<file path="src/rtl/float_divider_e4m3_if.sv">
// Handshake bundle for the E4M3 divider.
//   start : request, sampled when the divider is not busy
//   a, b  : dividend / divisor, E4M3 {sign, exp[3:0], mant[2:0]}
//   y     : quotient, E4M3, held from valid until the next accepted start
//   valid : one-cycle pulse, y holds a new result
//   busy  : operation in flight, start ignored
interface float_divider_e4m3_if;
  logic       start;
  logic [7:0] a;
  logic [7:0] b;
  logic [7:0] y;
  logic       valid;
  logic       busy;

  modport master (output start, a, b, input y, valid, busy);
  modport slave  (input start, a, b, output y, valid, busy);
endinterface

</file>
<file path="src/rtl/float_divider_e4m3.sv">
// Multi-cycle E4M3 floating-point divider (restoring mantissa division,
// truncating, saturating, no subnormal outputs).
//   clock : rising-edge clock
//   reset : asynchronous, active-high
//   bus   : float_divider_e4m3_if.slave (start, a, b in; y, valid, busy out)
// Fixed latency: start accepted at edge k -> valid in the cycle after edge k+6.
module float_divider_e4m3 #(
  parameter int BIAS      = 7,
  parameter int DIV_STEPS = 5
) (
  input  logic                  clock,
  input  logic                  reset,
  float_divider_e4m3_if.slave   bus
);

  typedef enum logic [1:0] {IDLE, DIV, NORM, DONE} state_t;

  localparam int CW = $clog2(DIV_STEPS + 1);

  state_t        state_q, state_d;
  logic [7:0]    a_q, a_d;
  logic [7:0]    b_q, b_d;
  logic [CW-1:0] cnt_q, cnt_d;
  logic [4:0]    rem_q, rem_d;
  logic [4:0]    quo_q, quo_d;
  logic [7:0]    y_q, y_d;
  logic          valid_q, valid_d;
  logic          busy_q, busy_d;

  // Result formation from the latched operands and the finished quotient.
  logic               sign;
  logic               nan_in;
  logic signed [6:0]  exp_raw;
  logic signed [6:0]  exp_n;
  logic [2:0]         mant_n;
  logic [7:0]         result;

  always_comb begin
    sign    = a_q[7] ^ b_q[7];
    nan_in  = (a_q[6:0] == 7'h7F) || (b_q[6:0] == 7'h7F);
    exp_raw = 7'(a_q[6:3]) - 7'(b_q[6:3]) + 7'(BIAS);
    if (quo_q[4]) begin
      mant_n = quo_q[3:1];
      exp_n  = exp_raw;
    end else begin
      mant_n = quo_q[2:0];
      exp_n  = exp_raw - 7'sd1;
    end

    if (nan_in)
      result = 8'h7F;
    else if (b_q[6:3] == 4'd0)
      result = 8'h7F;
    else if (a_q[6:3] == 4'd0)
      result = {sign, 7'd0};
    else if ((exp_n > 7'sd15) || ((exp_n == 7'sd15) && (mant_n == 3'b111)))
      result = {sign, 7'h7E};
    else if (exp_n < 7'sd1)
      result = {sign, 7'd0};
    else
      result = {sign, exp_n[3:0], mant_n};
  end

  // One restoring step: subtract when the remainder covers the divisor,
  // then shift; 5 bits suffice since the remainder stays below 16 pre-shift.
  logic [4:0] mb_ext;
  logic       step_ge;
  logic [4:0] step_rem;

  always_comb begin
    mb_ext   = {2'b01, b_q[2:0]};
    step_ge  = (rem_q >= mb_ext);
    step_rem = step_ge ? (rem_q - mb_ext) : rem_q;
  end

  always_comb begin
    state_d = state_q;
    a_d     = a_q;
    b_d     = b_q;
    cnt_d   = cnt_q;
    rem_d   = rem_q;
    quo_d   = quo_q;
    y_d     = y_q;
    valid_d = 1'b0;
    busy_d  = busy_q;

    unique case (state_q)
      IDLE, DONE: begin
        if (bus.start) begin
          a_d     = bus.a;
          b_d     = bus.b;
          cnt_d   = '0;
          rem_d   = {2'b01, bus.a[2:0]};
          quo_d   = '0;
          state_d = DIV;
          busy_d  = 1'b1;
        end else begin
          state_d = IDLE;
        end
      end
      DIV: begin
        rem_d = {step_rem[3:0], 1'b0};
        quo_d = {quo_q[3:0], step_ge};
        cnt_d = cnt_q + 1'b1;
        if (cnt_q == CW'(DIV_STEPS - 1))
          state_d = NORM;
      end
      NORM: begin
        y_d     = result;
        valid_d = 1'b1;
        busy_d  = 1'b0;
        state_d = DONE;
      end
      default: state_d = IDLE;
    endcase
  end

  always_ff @(posedge clock or posedge reset) begin
    if (reset) begin
      state_q <= IDLE;
      a_q     <= '0;
      b_q     <= '0;
      cnt_q   <= '0;
      rem_q   <= '0;
      quo_q   <= '0;
      y_q     <= '0;
      valid_q <= 1'b0;
      busy_q  <= 1'b0;
    end else begin
      state_q <= state_d;
      a_q     <= a_d;
      b_q     <= b_d;
      cnt_q   <= cnt_d;
      rem_q   <= rem_d;
      quo_q   <= quo_d;
      y_q     <= y_d;
      valid_q <= valid_d;
      busy_q  <= busy_d;
    end
  end

  assign bus.y     = y_q;
  assign bus.valid = valid_q;
  assign bus.busy  = busy_q;

endmodule
</file>
<file path="src/flat_wrapper.sv">
// flat-port wrapper written by rule: the top's interface ports become plain ports
module float_divider_e4m3_flat 
#(
  parameter int BIAS      = 7,
  parameter int DIV_STEPS = 5
)
  (clock, reset, bus_start, bus_a, bus_b, bus_y, bus_valid, bus_busy);
  float_divider_e4m3_if bus_i ();
  input  logic clock;
  input  logic reset;
  input wire logic [$bits(bus_i.start)-1:0] bus_start;
  input wire logic [$bits(bus_i.a)-1:0] bus_a;
  input wire logic [$bits(bus_i.b)-1:0] bus_b;
  output wire logic [$bits(bus_i.y)-1:0] bus_y;
  output wire logic [$bits(bus_i.valid)-1:0] bus_valid;
  output wire logic [$bits(bus_i.busy)-1:0] bus_busy;
  assign bus_i.start = bus_start;
  assign bus_i.a = bus_a;
  assign bus_i.b = bus_b;
  assign bus_y = bus_i.y;
  assign bus_valid = bus_i.valid;
  assign bus_busy = bus_i.busy;
  float_divider_e4m3 #(.BIAS(BIAS), .DIV_STEPS(DIV_STEPS)) u_core (.clock(clock), .reset(reset), .bus(bus_i));
endmodule
</file>
<file path="config.mk">
export PLATFORM = sky130hd
export DESIGN_NAME = float_divider_e4m3_flat
export DESIGN_NICKNAME = d
export VERILOG_FILES = /design/src/rtl/float_divider_e4m3_if.sv /design/src/rtl/float_divider_e4m3.sv /design/src/flat_wrapper.sv
export SDC_FILE = /design/constraint.sdc
export NUM_CORES = 1
export LEC_CHECK = 0
export ABC_CLOCK_PERIOD_IN_PS = 6300
export CELL_PAD_IN_SITES_DETAIL_PLACEMENT = 0
export CELL_PAD_IN_SITES_GLOBAL_PLACEMENT = 1
export CORE_MARGIN = 4
export CORE_UTILIZATION = 47
export DETAILED_ROUTE_END_ITERATION = 12
export PLACE_DENSITY = 0.85
export SLEW_MARGIN = 10
export SYNTH_ARGS = -nofsm -noshare
export SYNTH_HDL_FRONTEND = slang
export SYNTH_SLANG_ARGS = --single-unit
export TNS_END_PERCENT = 50
</file>
<file path="constraint.sdc">
create_clock -name clock -period 6.3 [get_ports clock]
set_clock_uncertainty 0.1 [all_clocks]
set_input_delay 1.26 -clock clock [delete_from_list [all_inputs] [get_ports clock]]
set_output_delay 1.26 -clock clock [all_outputs]
set_load 0.05 [all_outputs]
</file>
==> metrics.csv <==
metric,value,unit
die_w,80.2,um
nets,304,
grt-ovfl-total,0,
cp.arrival,3.39,ns
maxSlewViolCount,0,
path_clk_slew,0.08,ns
yosysSeqAreaShare,0.418,
pre_cts_ws,2.49,ns
setup_ws,3.02,ns
drt_iter0_drc,78,
finalNonFillerCells,341,
critPathBufInv,1,
worst-slew-pin-transition,0.841,ns
dp_hpwl,3.85,mm
row_count,26,
avgRoutedWirePerCell,14.9,um
fmax,305,MHz
io_pins,29,
postCtsSetupRepairBufs,0,
critPathTopFamily,compound AO/OA/AOI/OAI gates,
port_buffers,28,
cts_max_path_buffers,2,
ys_ff_latch,41,
utilization,0.574,
clock-sinks,41,
viasPerCell,5.42,
synthCells,243,
synth_warnings,0,
antenna_found_initial,0,
setup_viol,0,
critPathMaxFanout,20,
worstPathCellList,clkdlybuf4s50_1 > nand2_1 > o21ai_1 > a41oi_1 > o21ai_0,
ff_latch_area,1030,um2
gp_congestion,0.827,
die_y,80.2,um
grt_pass1_vias,1845,
drc,0,
firstDrtPassIters,4,
syn_area,2450,um2
clock_latency,0.29,ns
status,"complete, no violations",
critPathKind,primary input to register,
antennaDiodeCount,0,
cap_violations,0,
syn_to_final_growth,18.7,%
cts_buffers,5,
multi_input_area,1320,um2
antenna_left,0,
grt_max_degree,42,
syn_avg_cell_area,10.1,um2
synth_fp_nets,277,
rsz0062_at_grt,false,
synth_edf_count,0,
dp_cells,333,
crit_path_start_kind,primary input,
synthArstFlopShare,1.00,
cp_slowest_cell,o21ai_1,
fillers,453,
finalWirelength,5.09,mm
cts_root_buf,clkbuf_8,
slew_headroom,0.438,
crit_path_max_incr_delay,0.68,ns
cts_resized,0,
min_period,3.28,ns
dr_total_vias,1848,
fin_crit_sh,0.520,
track_usage,0.174,
initial_core_util,0.483,
coreArea,5070,um2
drive_above_1_share,0.125,
hold_viol_final,0,
setup_tns,0,ns
die_area,6440,um2
hold_class,register to register,
ys_types,49,
grt_pass1_wl,8.71,mm
end_kind,register,
required,6.42,ns
hold_buffers,0,
cts_tree,done,
htreeDepth,2,
ys.flop_type,dfrtp_1,
-- cell usage after synthesis (2+ instances only) --
cell / n / area, um2
a211oi_1: 4 / 30.0
a21o_1: 3 / 22.5
a21oi_1: 10 / 50.1
a31oi_1: 2 / 12.5
a41oi_1: 2 / 17.5
and4_1: 3 / 26.3
buf_2: 2 / 10.0
clkbuf_1: 7 / 26.3
dfrtp_1: 41 / 1030
fa_1: 2 / 40.0
ha_1: 13 / 163
inv_1: 20 / 75.1
mux2_2: 18 / 203
mux2i_1: 6 / 60.1
nand2_1: 20 / 75.1
nand2b_1: 3 / 18.8
nand3_1: 12 / 60.1
nand4_1: 3 / 18.8
nor2_1: 14 / 52.6
nor2b_1: 4 / 25.0
o21a_1: 2 / 15.0
o21ai_0: 16 / 80.1
o22ai_1: 2 / 12.5
o32ai_1: 2 / 17.5
or3_1: 4 / 25.0
xnor2_1: 2 / 17.5
xnor3_1: 2 / 45.0
xor2_1: 3 / 26.3
-- logic make-up after synthesis --
| kind of cell | count (synthesis) | share of synthesized area |
|---|---|---|
| AO/OA/AOI/OAI | 57 | 0.161 |
| flip-flops | 41 | 0.418 |
| buffers and inverters | 29 | 0.0454 |
| AND/OR/NAND/NOR | 68 | 0.138 |
| multiplexers | 24 | 0.107 |
| adder cells (fa/ha/maj) | 16 | 0.0872 |
| XOR/XNOR | 8 | 0.0429 |
-- worst min-delay path, stage by stage, from the launching register on --
cell and delay (ns):
dfrtp_1 0.38, nand2_1 0.05, o21ai_0 0.06
-- routing by layer --
metal | wire length (um) | track usage
met1 | 2410 | 0.235
met4 | 83 | 0.0574
met2 | 2440 | 0.280
met5 | 0 | 0
met3 | 159 | 0.0359
-- layout by cell type, fill, tap and decap left out, types with 3 or more instances in the layout --
cell / n
nor2b_1: 4
inv_1: 20
clkbuf_8: 6
nand2_1: 20
a21o_1: 3
and4_1: 3
xor2_1: 3
o21ai_0: 15
a211oi_1: 4
nand4_1: 3
dfrtp_1: 41
mux2i_1: 6
or3_1: 4
ha_1: 13
nor2_1: 14
clkdlybuf4s50_1: 28
nand2b_1: 3
a21oi_1: 10
mux2_2: 18
nand3_1: 12
-- cell type report --
class	count	area share
Clock buffer	6	0.0284
Multi-Input combinational cell	173	0.452
Inverter	20	0.0258
Tap cell	70	0.0301
Sequential cell	41	0.352
Timing Repair Buffer	29	0.0988
Clock inverter	2	0.0129
-- registers in the layout (all words and copies together) (netlist names) --
signal,flops
u_core.bus.y,8
u_core.b_q,8
u_core.cnt_q,3
u_core.bus.valid,1
u_core.bus.busy,1
u_core.a_q,8
u_core.quo_q,5
u_core.rem_q,5
u_core.state_q,2
-- path summary, 6_finish.rpt --
check                                             from                          end  slack (ns)  cells past startpoint
min in group asynchronous                        reset  u_core.bus.y[2]$_DFFE_PP0P_        1.29                      3
max in group asynchronous                        reset    u_core.a_q[4]$_DFFE_PP0P_        4.46                      3
max reg2reg                  u_core.a_q[3]$_DFFE_PP0P_  u_core.bus.y[3]$_DFFE_PP0P_        3.19                     12
min                        u_core.bus.busy$_DFFE_PP0P_  u_core.bus.busy$_DFFE_PP0P_        0.42                      2
min reg2reg                u_core.bus.busy$_DFFE_PP0P_  u_core.bus.busy$_DFFE_PP0P_        0.42                      2
max                                          bus_start  u_core.rem_q[4]$_DFFE_PP0P_        3.02                      5
-- metrics by stage --
stage | hold slack (ns) | instance area, um2
after floorplan | 0.371 | 2450
after global placement | 0.385 | 2790
after detailed placement | 0.401 | 2790
after CTS | 0.424 | 2910
after global routing | 0.430 | 2910
final | 0.420 | 2910
Power is not shown: default switching activity piles up to over one toggle a cycle in this logic, so the estimate is an artifact.
